File: src/rtl/instr_fetch_queue_pkg.sv
// Shared definitions for the instruction fetch queue: fetch FSM states and the
// sequential fetch stride.
package instr_fetch_queue_pkg;

   typedef enum logic [1:0] {
      ST_IDLE = 2'd0,
      ST_REQ  = 2'd1,
      ST_DROP = 2'd2
   } fetch_state_e;

   localparam int unsigned PC_STEP = 4;

endpackage

File: src/rtl/instr_fetch_queue_fifo.sv
// Synchronous FIFO holding fetched {instruction, pc} entries; the head is read
// combinationally and clear empties it in one cycle.
module fetch_fifo #(
   parameter int WIDTH = 64,
   parameter int DEPTH = 4
) (
   input  logic                         clk,
   input  logic                         nrst,
   input  logic                         clear,
   input  logic                         push,
   input  logic [WIDTH-1:0]             push_data,
   input  logic                         pop,
   output logic [WIDTH-1:0]             head_data,
   output logic [$clog2(DEPTH+1)-1:0]   count
);

   localparam int AW = $clog2(DEPTH);
   localparam int CW = $clog2(DEPTH+1);
   localparam logic [CW-1:0] FULL_C = CW'(DEPTH);

   logic [WIDTH-1:0] mem_r [DEPTH];
   logic [AW-1:0]    wr_ptr_r;
   logic [AW-1:0]    rd_ptr_r;
   logic [CW-1:0]    count_r;
   logic             push_ok_s;
   logic             pop_ok_s;

   // Guard against overflow and underflow regardless of the caller.
   always_comb begin
      push_ok_s = push && (count_r != FULL_C);
      pop_ok_s  = pop && (count_r != {CW{1'b0}});
   end

   // Pointers and occupancy; clear wins over push and pop.
   always_ff @(posedge clk) begin
      if (!nrst) begin
         wr_ptr_r <= {AW{1'b0}};
         rd_ptr_r <= {AW{1'b0}};
         count_r  <= {CW{1'b0}};
      end else if (clear) begin
         wr_ptr_r <= {AW{1'b0}};
         rd_ptr_r <= {AW{1'b0}};
         count_r  <= {CW{1'b0}};
      end else begin
         if (push_ok_s) wr_ptr_r <= wr_ptr_r + AW'(1);
         if (pop_ok_s)  rd_ptr_r <= rd_ptr_r + AW'(1);
         case ({push_ok_s, pop_ok_s})
            2'b10:   count_r <= count_r + CW'(1);
            2'b01:   count_r <= count_r - CW'(1);
            default: count_r <= count_r;
         endcase
      end
   end

   // Entry storage, not reset: contents are only observed while occupied.
   always_ff @(posedge clk) begin
      if (nrst && !clear && push_ok_s) mem_r[wr_ptr_r] <= push_data;
   end

   assign head_data = mem_r[rd_ptr_r];
   assign count     = count_r;

endmodule

File: src/rtl/instr_fetch_queue.sv
// Instruction fetch queue: issues one outstanding word fetch at a time, buffers
// returned words with their PC, and handles branch redirects by flushing.
module instr_fetch_queue
   import instr_fetch_queue_pkg::*;
#(
   parameter int              XLEN     = 32,
   parameter int              DEPTH    = 4,
   parameter logic [XLEN-1:0] RESET_PC = 32'h0000_0000
) (
   input  logic                         clk,
   input  logic                         nrst,
   output logic                         imem_req,
   output logic [XLEN-1:0]              imem_addr,
   input  logic                         imem_ack,
   input  logic [31:0]                  imem_rdata,
   output logic                         instr_valid,
   output logic [31:0]                  instr,
   output logic [XLEN-1:0]              instr_pc,
   input  logic                         instr_ready,
   input  logic                         flush,
   input  logic [XLEN-1:0]              flush_pc,
   output logic [$clog2(DEPTH+1)-1:0]   count
);

   localparam int CW = $clog2(DEPTH+1);
   localparam logic [CW-1:0] FULL_C = CW'(DEPTH);
   localparam logic [CW:0]   FULL_X = (CW+1)'(DEPTH);

   fetch_state_e      state_r;
   fetch_state_e      state_nxt_s;
   logic [XLEN-1:0]   fetch_pc_r;
   logic [XLEN-1:0]   drop_addr_r;
   logic [CW-1:0]     fifo_count_s;
   logic [31+XLEN:0]  head_s;
   logic              push_s;
   logic              pop_s;
   logic              valid_s;
   logic [CW:0]       post_cnt_s;

   fetch_fifo #(
      .WIDTH (32 + XLEN),
      .DEPTH (DEPTH)
   ) u_fifo (
      .clk       (clk),
      .nrst      (nrst),
      .clear     (flush),
      .push      (push_s),
      .push_data ({imem_rdata, fetch_pc_r}),
      .pop       (pop_s),
      .head_data (head_s),
      .count     (fifo_count_s)
   );

   // Queue handshakes and the occupancy that results from this cycle's push.
   always_comb begin
      valid_s    = (fifo_count_s != {CW{1'b0}});
      pop_s      = valid_s && instr_ready && !flush;
      push_s     = (state_r == ST_REQ) && imem_ack && !flush;
      post_cnt_s = {1'b0, fifo_count_s} + (CW+1)'(1) - {{CW{1'b0}}, pop_s};
   end

   // FSM state register.
   always_ff @(posedge clk) begin
      if (!nrst) state_r <= ST_IDLE;
      else       state_r <= state_nxt_s;
   end

   // FSM next state; a flushed in-flight request must still be drained via DROP.
   always_comb begin
      state_nxt_s = state_r;
      case (state_r)
         ST_IDLE: begin
            if (!flush && (fifo_count_s < FULL_C)) state_nxt_s = ST_REQ;
            else                                   state_nxt_s = ST_IDLE;
         end
         ST_REQ: begin
            if (flush)         state_nxt_s = imem_ack ? ST_IDLE : ST_DROP;
            else if (imem_ack) state_nxt_s = (post_cnt_s < FULL_X) ? ST_REQ : ST_IDLE;
            else               state_nxt_s = ST_REQ;
         end
         ST_DROP: begin
            if (imem_ack) state_nxt_s = ST_IDLE;
            else          state_nxt_s = ST_DROP;
         end
         default: state_nxt_s = ST_IDLE;
      endcase
   end

   // Fetch address, plus the address of a request that is being dropped so the
   // memory sees a stable request while fetch_pc already points at the target.
   always_ff @(posedge clk) begin
      if (!nrst) begin
         fetch_pc_r  <= RESET_PC;
         drop_addr_r <= RESET_PC;
      end else begin
         if (flush)       fetch_pc_r <= {flush_pc[XLEN-1:2], 2'b00};
         else if (push_s) fetch_pc_r <= fetch_pc_r + XLEN'(PC_STEP);
         else             fetch_pc_r <= fetch_pc_r;
         if ((state_r == ST_REQ) && flush && !imem_ack) drop_addr_r <= fetch_pc_r;
         else                                           drop_addr_r <= drop_addr_r;
      end
   end

   // FSM and queue-head outputs, all derived from registered state.
   always_comb begin
      imem_req = (state_r == ST_REQ) || (state_r == ST_DROP);
      case (state_r)
         ST_DROP: imem_addr = drop_addr_r;
         default: imem_addr = fetch_pc_r;
      endcase
      instr_valid = valid_s;
      if (valid_s) begin
         instr    = head_s[31+XLEN:XLEN];
         instr_pc = head_s[XLEN-1:0];
      end else begin
         instr    = 32'h0000_0000;
         instr_pc = {XLEN{1'b0}};
      end
   end

   assign count = fifo_count_s;

endmodule
File: config.mk
export PLATFORM = sky130hd
export DESIGN_NAME = instr_fetch_queue
export DESIGN_NICKNAME = d
export VERILOG_FILES = /design/src/rtl/instr_fetch_queue_pkg.sv /design/src/rtl/instr_fetch_queue_fifo.sv /design/src/rtl/instr_fetch_queue.sv
export SDC_FILE = /design/constraint.sdc
export NUM_CORES = 1
export LEC_CHECK = 0
export BUFFER_PORTS_ARGS = -buffer_cell sky130_fd_sc_hd__buf_4
export CELL_PAD_IN_SITES_DETAIL_PLACEMENT = 1
export CELL_PAD_IN_SITES_GLOBAL_PLACEMENT = 1
export CORE_ASPECT_RATIO = 0.7
export CORE_MARGIN = 4
export CORE_UTILIZATION = 52
export DETAILED_ROUTE_END_ITERATION = 6
export PLACE_DENSITY_LB_ADDON = 0.1
export REMOVE_ABC_BUFFERS = 1
export SLEW_MARGIN = 20
export SYNTH_ARGS = -nofsm -noshare
export SYNTH_HDL_FRONTEND = slang
export SYNTH_SLANG_ARGS = --single-unit
File: constraint.sdc
create_clock -name clk -period 8.32 [get_ports clk]
set_input_delay 2.08 -clock clk [delete_from_list [all_inputs] [get_ports clk]]
set_output_delay 2.08 -clock clk [all_outputs]
set_load 0.005 [all_outputs]
Word-level counts from Yosys, hierarchy flattened
Memory sizes are Yosys's and may differ from the RTL's. A register that Yosys moved wholly into a read port is not among the register bits.
Index checks and enable logic that the tools add are counted.
- bits in registers: 73
- memory bits (writable): 256
- input port bits: 69
- output and inout bits: 101
- word-level logic and storage cells: 58
- memories kept: 1
- memories (memory ; words ; bits a word ; rd ports ; clocked after memory_dff ; wr ports ; line ; text):
    u_fifo.mem_r ; 4 ; 64 ; 1 ; 1 ; 1 ; instr_fetch_queue_fifo.sv:21 ; logic [WIDTH-1:0] mem_r [DEPTH];
- add/subtract/negate cells: 7
- magnitude comparators: 2
- equality and inequality tests: 5
- multiplexer cells: 16
- bitwise logic cells: 1
- reductions and logical operators: 19
- operator list (cell ; count):
    2-to-1 mux 32 bit ; 5
    adder 32 x 3 -> 32 bit, second input constant ; 1
    logical AND 1 bit ; 11
    2-to-1 mux 2 bit ; 4
    one-hot mux 2 bit (3 select lines) ; 1
    one-hot mux 3 bit (2 select lines) ; 1
    2-to-1 mux 1 bit ; 5
    adder 2 x 1 -> 2 bit, second input constant ; 2
    adder 3 x 1 -> 4 bit, second input constant ; 1
    == test 2 x 1 -> 1 bit, second input constant ; 2
    == test 2 bit, second input constant ; 2
    less-than comparator 4 x 3 -> 1 bit, second input constant ; 1
    nonzero test 2 bit ; 2
    subtractor 4 x 1 -> 4 bit ; 1
    adder 3 x 1 -> 3 bit, second input constant ; 1
    less-than comparator 3 bit, second input constant ; 1
    inequality test 3 bit, second input constant ; 1
    nonzero test 3 bit ; 1
    subtractor 3 x 1 -> 3 bit, second input constant ; 1
    zero test 1 bit ; 2
    zero test 2 bit ; 1
    OR reduction 2 bit ; 1
    logical OR 1 bit ; 1
    NOT 1 bit ; 1

Longest topological paths before layout
- depth in word-level cells: 9
- mapped depth: 12
- depth with buffers taken out: 11

By module
A second synthesis with hierarchy kept.
- cell total of the unflattened synthesis: 879
- area, all modules: 13529.2 um^2
- modules (own cells, without submodules) (module ; times used ; cells an instance ; area each (um^2) ; seq. area each (um^2)):
    fetch_fifo ; 1 ; 384 ; 9718.1 ; 7867.5
    instr_fetch_queue ; 1 ; 495 ; 3811.2 ; 1241.2

Worst setup path after synthesis
OpenSTA, ideal clock, no wires.
- kind: input port to flip-flop
- start point: input port imem_ack
- end point: memory u_fifo.mem_r[0][10] (enable)
- setup time: 0.427 ns
- arrival time: 4.527 ns
- required time: 7.893 ns
- setup slack: 3.366 ns
- stages: 4
- path through: buf_2 nand2_1 a311oi_1 and3_1
- longest elaborated chain between the ends: 6
- ends and longest elaborated chain (item ; line ; text):
    start: declaration ; instr_fetch_queue.sv:14 ; input logic imem_ack,
    logical AND 1 bit (2 in a row) ; instr_fetch_queue.sv:58 ; push_s = (state_r == ST_REQ) && imem_ack && !flush;
    logical AND 1 bit ; instr_fetch_queue_fifo.sv:30 ; push_ok_s = push && (count_r != FULL_C);
    logical AND 1 bit ; instr_fetch_queue_fifo.sv:57 ; if (nrst && !clear && push_ok_s) mem_r[wr_ptr_r] <= push_data;
    2-to-1 mux 1 bit ; instr_fetch_queue_fifo.sv:57 ;
    2-to-1 mux 1 bit (not written as such) ; instr_fetch_queue_fifo.sv:57 ;
    end: declaration ; instr_fetch_queue_fifo.sv:21 ;
Every way passes these cells.

==> metrics <==
Hold WC Path Type=flip-flop to flip-flop; worst clock skew=between 0.01 and 0.015 ns; TritonCTS clock tree=built; hold path depth=2; FMAX=0.197 GHz; global-route wire length before repair=slightly above 50 mm; Cell Area, Synth=approximately 13000 um2; critical path arrival=approximately 3 ns; Synth Area in Compound Gates=just under 5%; Tot Pwr=3330 uW; minimum clock period=slightly above 5 ns; overall routing resource usage=23.4%; post-route ant nets=0; Num CTS Buffers=31; final cycle utilization of the critical path=60.9%; IO Port Bufs=approximately 160; P_leak=approximately 0.0054 uW; IO Count=170; hold buffers post-CTS=0; Clk pin slew, worst setup/hold paths=approximately 0.060 ns; Peak VDD IR=156 uV; CTS Root Cell=clkbuf_16; RSZ-0062 raised after global routing=no; First DRT Iteration DRCs=a little over 400; synthesis-stage register bit count=~320; commonest non-fill, non-tap cell in the layout=edfxtp_1; area of the core=between 20000 and 25000 um2; Fillers=roughly 2300; top_reg_cell synth=edfxtp_1; CTS sink cnt=~320; final wirelength=between 30 and 40 mm; critical path capture point type=output pin; Psw=a little under 700 uW; grt total ovfl=0; starting density of the core=52.9%; main combinational cell family by area after synthesis=multiplexers; gpl congestion=0.729; number of global-route vias before repair=between 8000 and 9000; asr flop ratio synth=0%; EDFF count, synth=about 250; share of layout cells above drive strength 1=a little under a third; critical path data required time=6.24 ns; H-tree Lvls=1; Max Slew Vio Count=0; Ys Warns=0; Combinational Power Share=about 3.8%; simple-gate portion of the synthesized area=under 10%; Net Sw Frac=about a fifth; Via density=about 5.8; post-synthesis mux area share=between 10% and 20%; DIE HEIGHT=~140 um; Post-Synth Adder-Cell Area=~1.1%; post-CTS sizing=0; first-pass iteration count of the detailed router=5; max-cap check violation count=0; dpl hpwl=about 19 mm; Worst setup SP type=flip-flop; Setup CP Type=flip-flop to output pin; Mapped Cells=about 850; commonest cells after routing, fill and taps aside=edfxtp_1, buf_4, nand2_1; ANT cells=0; Cell variety after synth=51; initial antenna violation count=0; NumNets Final=around 1100; clock network power share=approximately 43%; cell area power density=between 200 and 250 nW/um2; # DRC=0; Worst Tran Pin Value=between 1 and 1.5 ns; Slew HR=28.2%; Reg2Reg Depth=5; final setup fails=0; Post-Route Setup TNS=0 ns; total number of vias=~7800; outcome=completed; worst-path maximum fanout=32; final hold violation count=0; Design Area, Final=15600 um2; Seq/Total Area, Yosys=approximately two thirds; final core occ=a little over three fifths; post-CTS setup buffers=0; Reg power frac=~53%; worst skew pair latency=approximately 0.55 ns; CTS max path bufs=3; wire per inst=23.9 um; Die Wd=197 um; die area=approximately 28000 um2; Synth-to-Final Area Change=19.5%; # rows=48; Synth Area per Inst=15.3 um2; internal power=approximately 2600 uW; largest net degree at the start of global routing=66; post-synthesis xor/xnor area fraction=between 1 and 1.5%; placed cell areas=approximately 15000 um2
## kinds of logic (layout without fill, tap and decap cells)
kind of cell               Yosys count  after routing
AOI/OAI and AO/OA                  109            109
xor gates and xnor gates            15             15
adders and majority gates           11             11
buffers and inverters               70            240
DFF                                319            319
muxes                               91             91
other                                1              4
and+or+nand+nor                    237            237
## worst paths after layout
path	startpoint	end	slack, ns
setup / recovery	flip-flop	instr_pc[15]	3.25
hold / removal	drop_addr_r[28]	drop_addr_r[28]	0.46
setup reg to reg	state_r[1]	u_fifo.mem_r[2][56]	5.07
hold reg to reg	drop_addr_r[28]	drop_addr_r[28]	0.46
## registers in the layout, indices dropped and copies added (netlist names), named ones only
| signal | cells |
|---|---|
| u_fifo.count | 3 |
| drop_addr_r | 30 |
| u_fifo.mem_r | 248 |
| state_r | 2 |
| u_fifo.rd_ptr_r | 2 |
| u_fifo.wr_ptr_r | 2 |
| fetch_pc_r | 30 |
## critical path: stages (launching register included)
cell     delay [ns]
dfxtp_4        0.82
buf_4          0.66
mux4_2         0.60
and2_1         0.19
buf_4          0.14
## routing by layer
layer	track usage, %	part of all wire, %	up-vias
li1	-	-	3551
met1	33.9	44	4014
met2	39.1	49	216
met3	3.13	5.6	27
met4	4.01	1.2	0
met5	0	0	-
## power groups by stage
stage	combinational (uW)	clock (uW)	sequential (uW)
floorplan	51.0	0	1790
global placement	122	0	1800
detailed placement	126	0	1800
CTS	127	1460	1760
global route	138	1530	1770
finish	126	1440	1760
## layout make-up
cell class | count | area (um2) | share of cell area, %
flip-flops and latches | 319 | 8880 | 56.8
well taps | 325 | 407 | 2.60
inverters | 13 | 48.8 | 0.313
multi-input cells | 467 | 3950 | 25.3
repair buffers | 169 | 1270 | 8.13
clock inverters | 8 | 51.3 | 0.329
clock buffers | 50 | 1010 | 6.49
## cell usage after synthesis (2+ instances only)
master | n | area (um2)
nor3_1 | 3 | 15.0
a31oi_1 | 12 | 75.1
mux2i_1 | 2 | 20.0
and2_1 | 64 | 400
buf_1 | 3 | 11.3
or4_1 | 7 | 52.6
o31ai_1 | 5 | 37.5
buf_4 | 4 | 30.0
buf_2 | 11 | 55.1
and4_1 | 4 | 35.0
nand2b_1 | 3 | 18.8
o311a_1 | 2 | 20.0
or3_1 | 13 | 81.3
xor2_1 | 6 | 52.6
o21ai_0 | 35 | 175
edfxtp_1 | 248 | 7450
a311oi_1 | 4 | 35.0
and3_1 | 9 | 56.3
a211o_1 | 2 | 17.5
a32oi_1 | 2 | 17.5
nor4b_1 | 2 | 17.5
a21oi_1 | 38 | 190
nand4_1 | 12 | 75.1
a211oi_1 | 4 | 30.0
nand2_1 | 78 | 293
nand3_1 | 10 | 50.1
mux2_2 | 27 | 304
mux4_2 | 62 | 1400
ha_1 | 10 | 125
inv_1 | 12 | 45.0
dfxtp_1 | 71 | 1420
xnor2_1 | 9 | 78.8
clkbuf_1 | 39 | 146
nand4_2 | 2 | 25.0
nor2_1 | 22 | 82.6
## per-stage QoR
stage | hold slack (ns) | instances | worst slack [ns]
6_report | 0.456 | 1351 | 3.25
5_1_grt | 0.482 | 1351 | 2.99
4_1_cts | 0.458 | 1351 | 3.13
3_5_place_dp | 0.447 | 1293 | 3.43
3_3_place_gp | 0.438 | 1293 | 3.53
2_1_floorplan | 0.433 | 799 | 2.78
(Power assumes the default switching activity.)
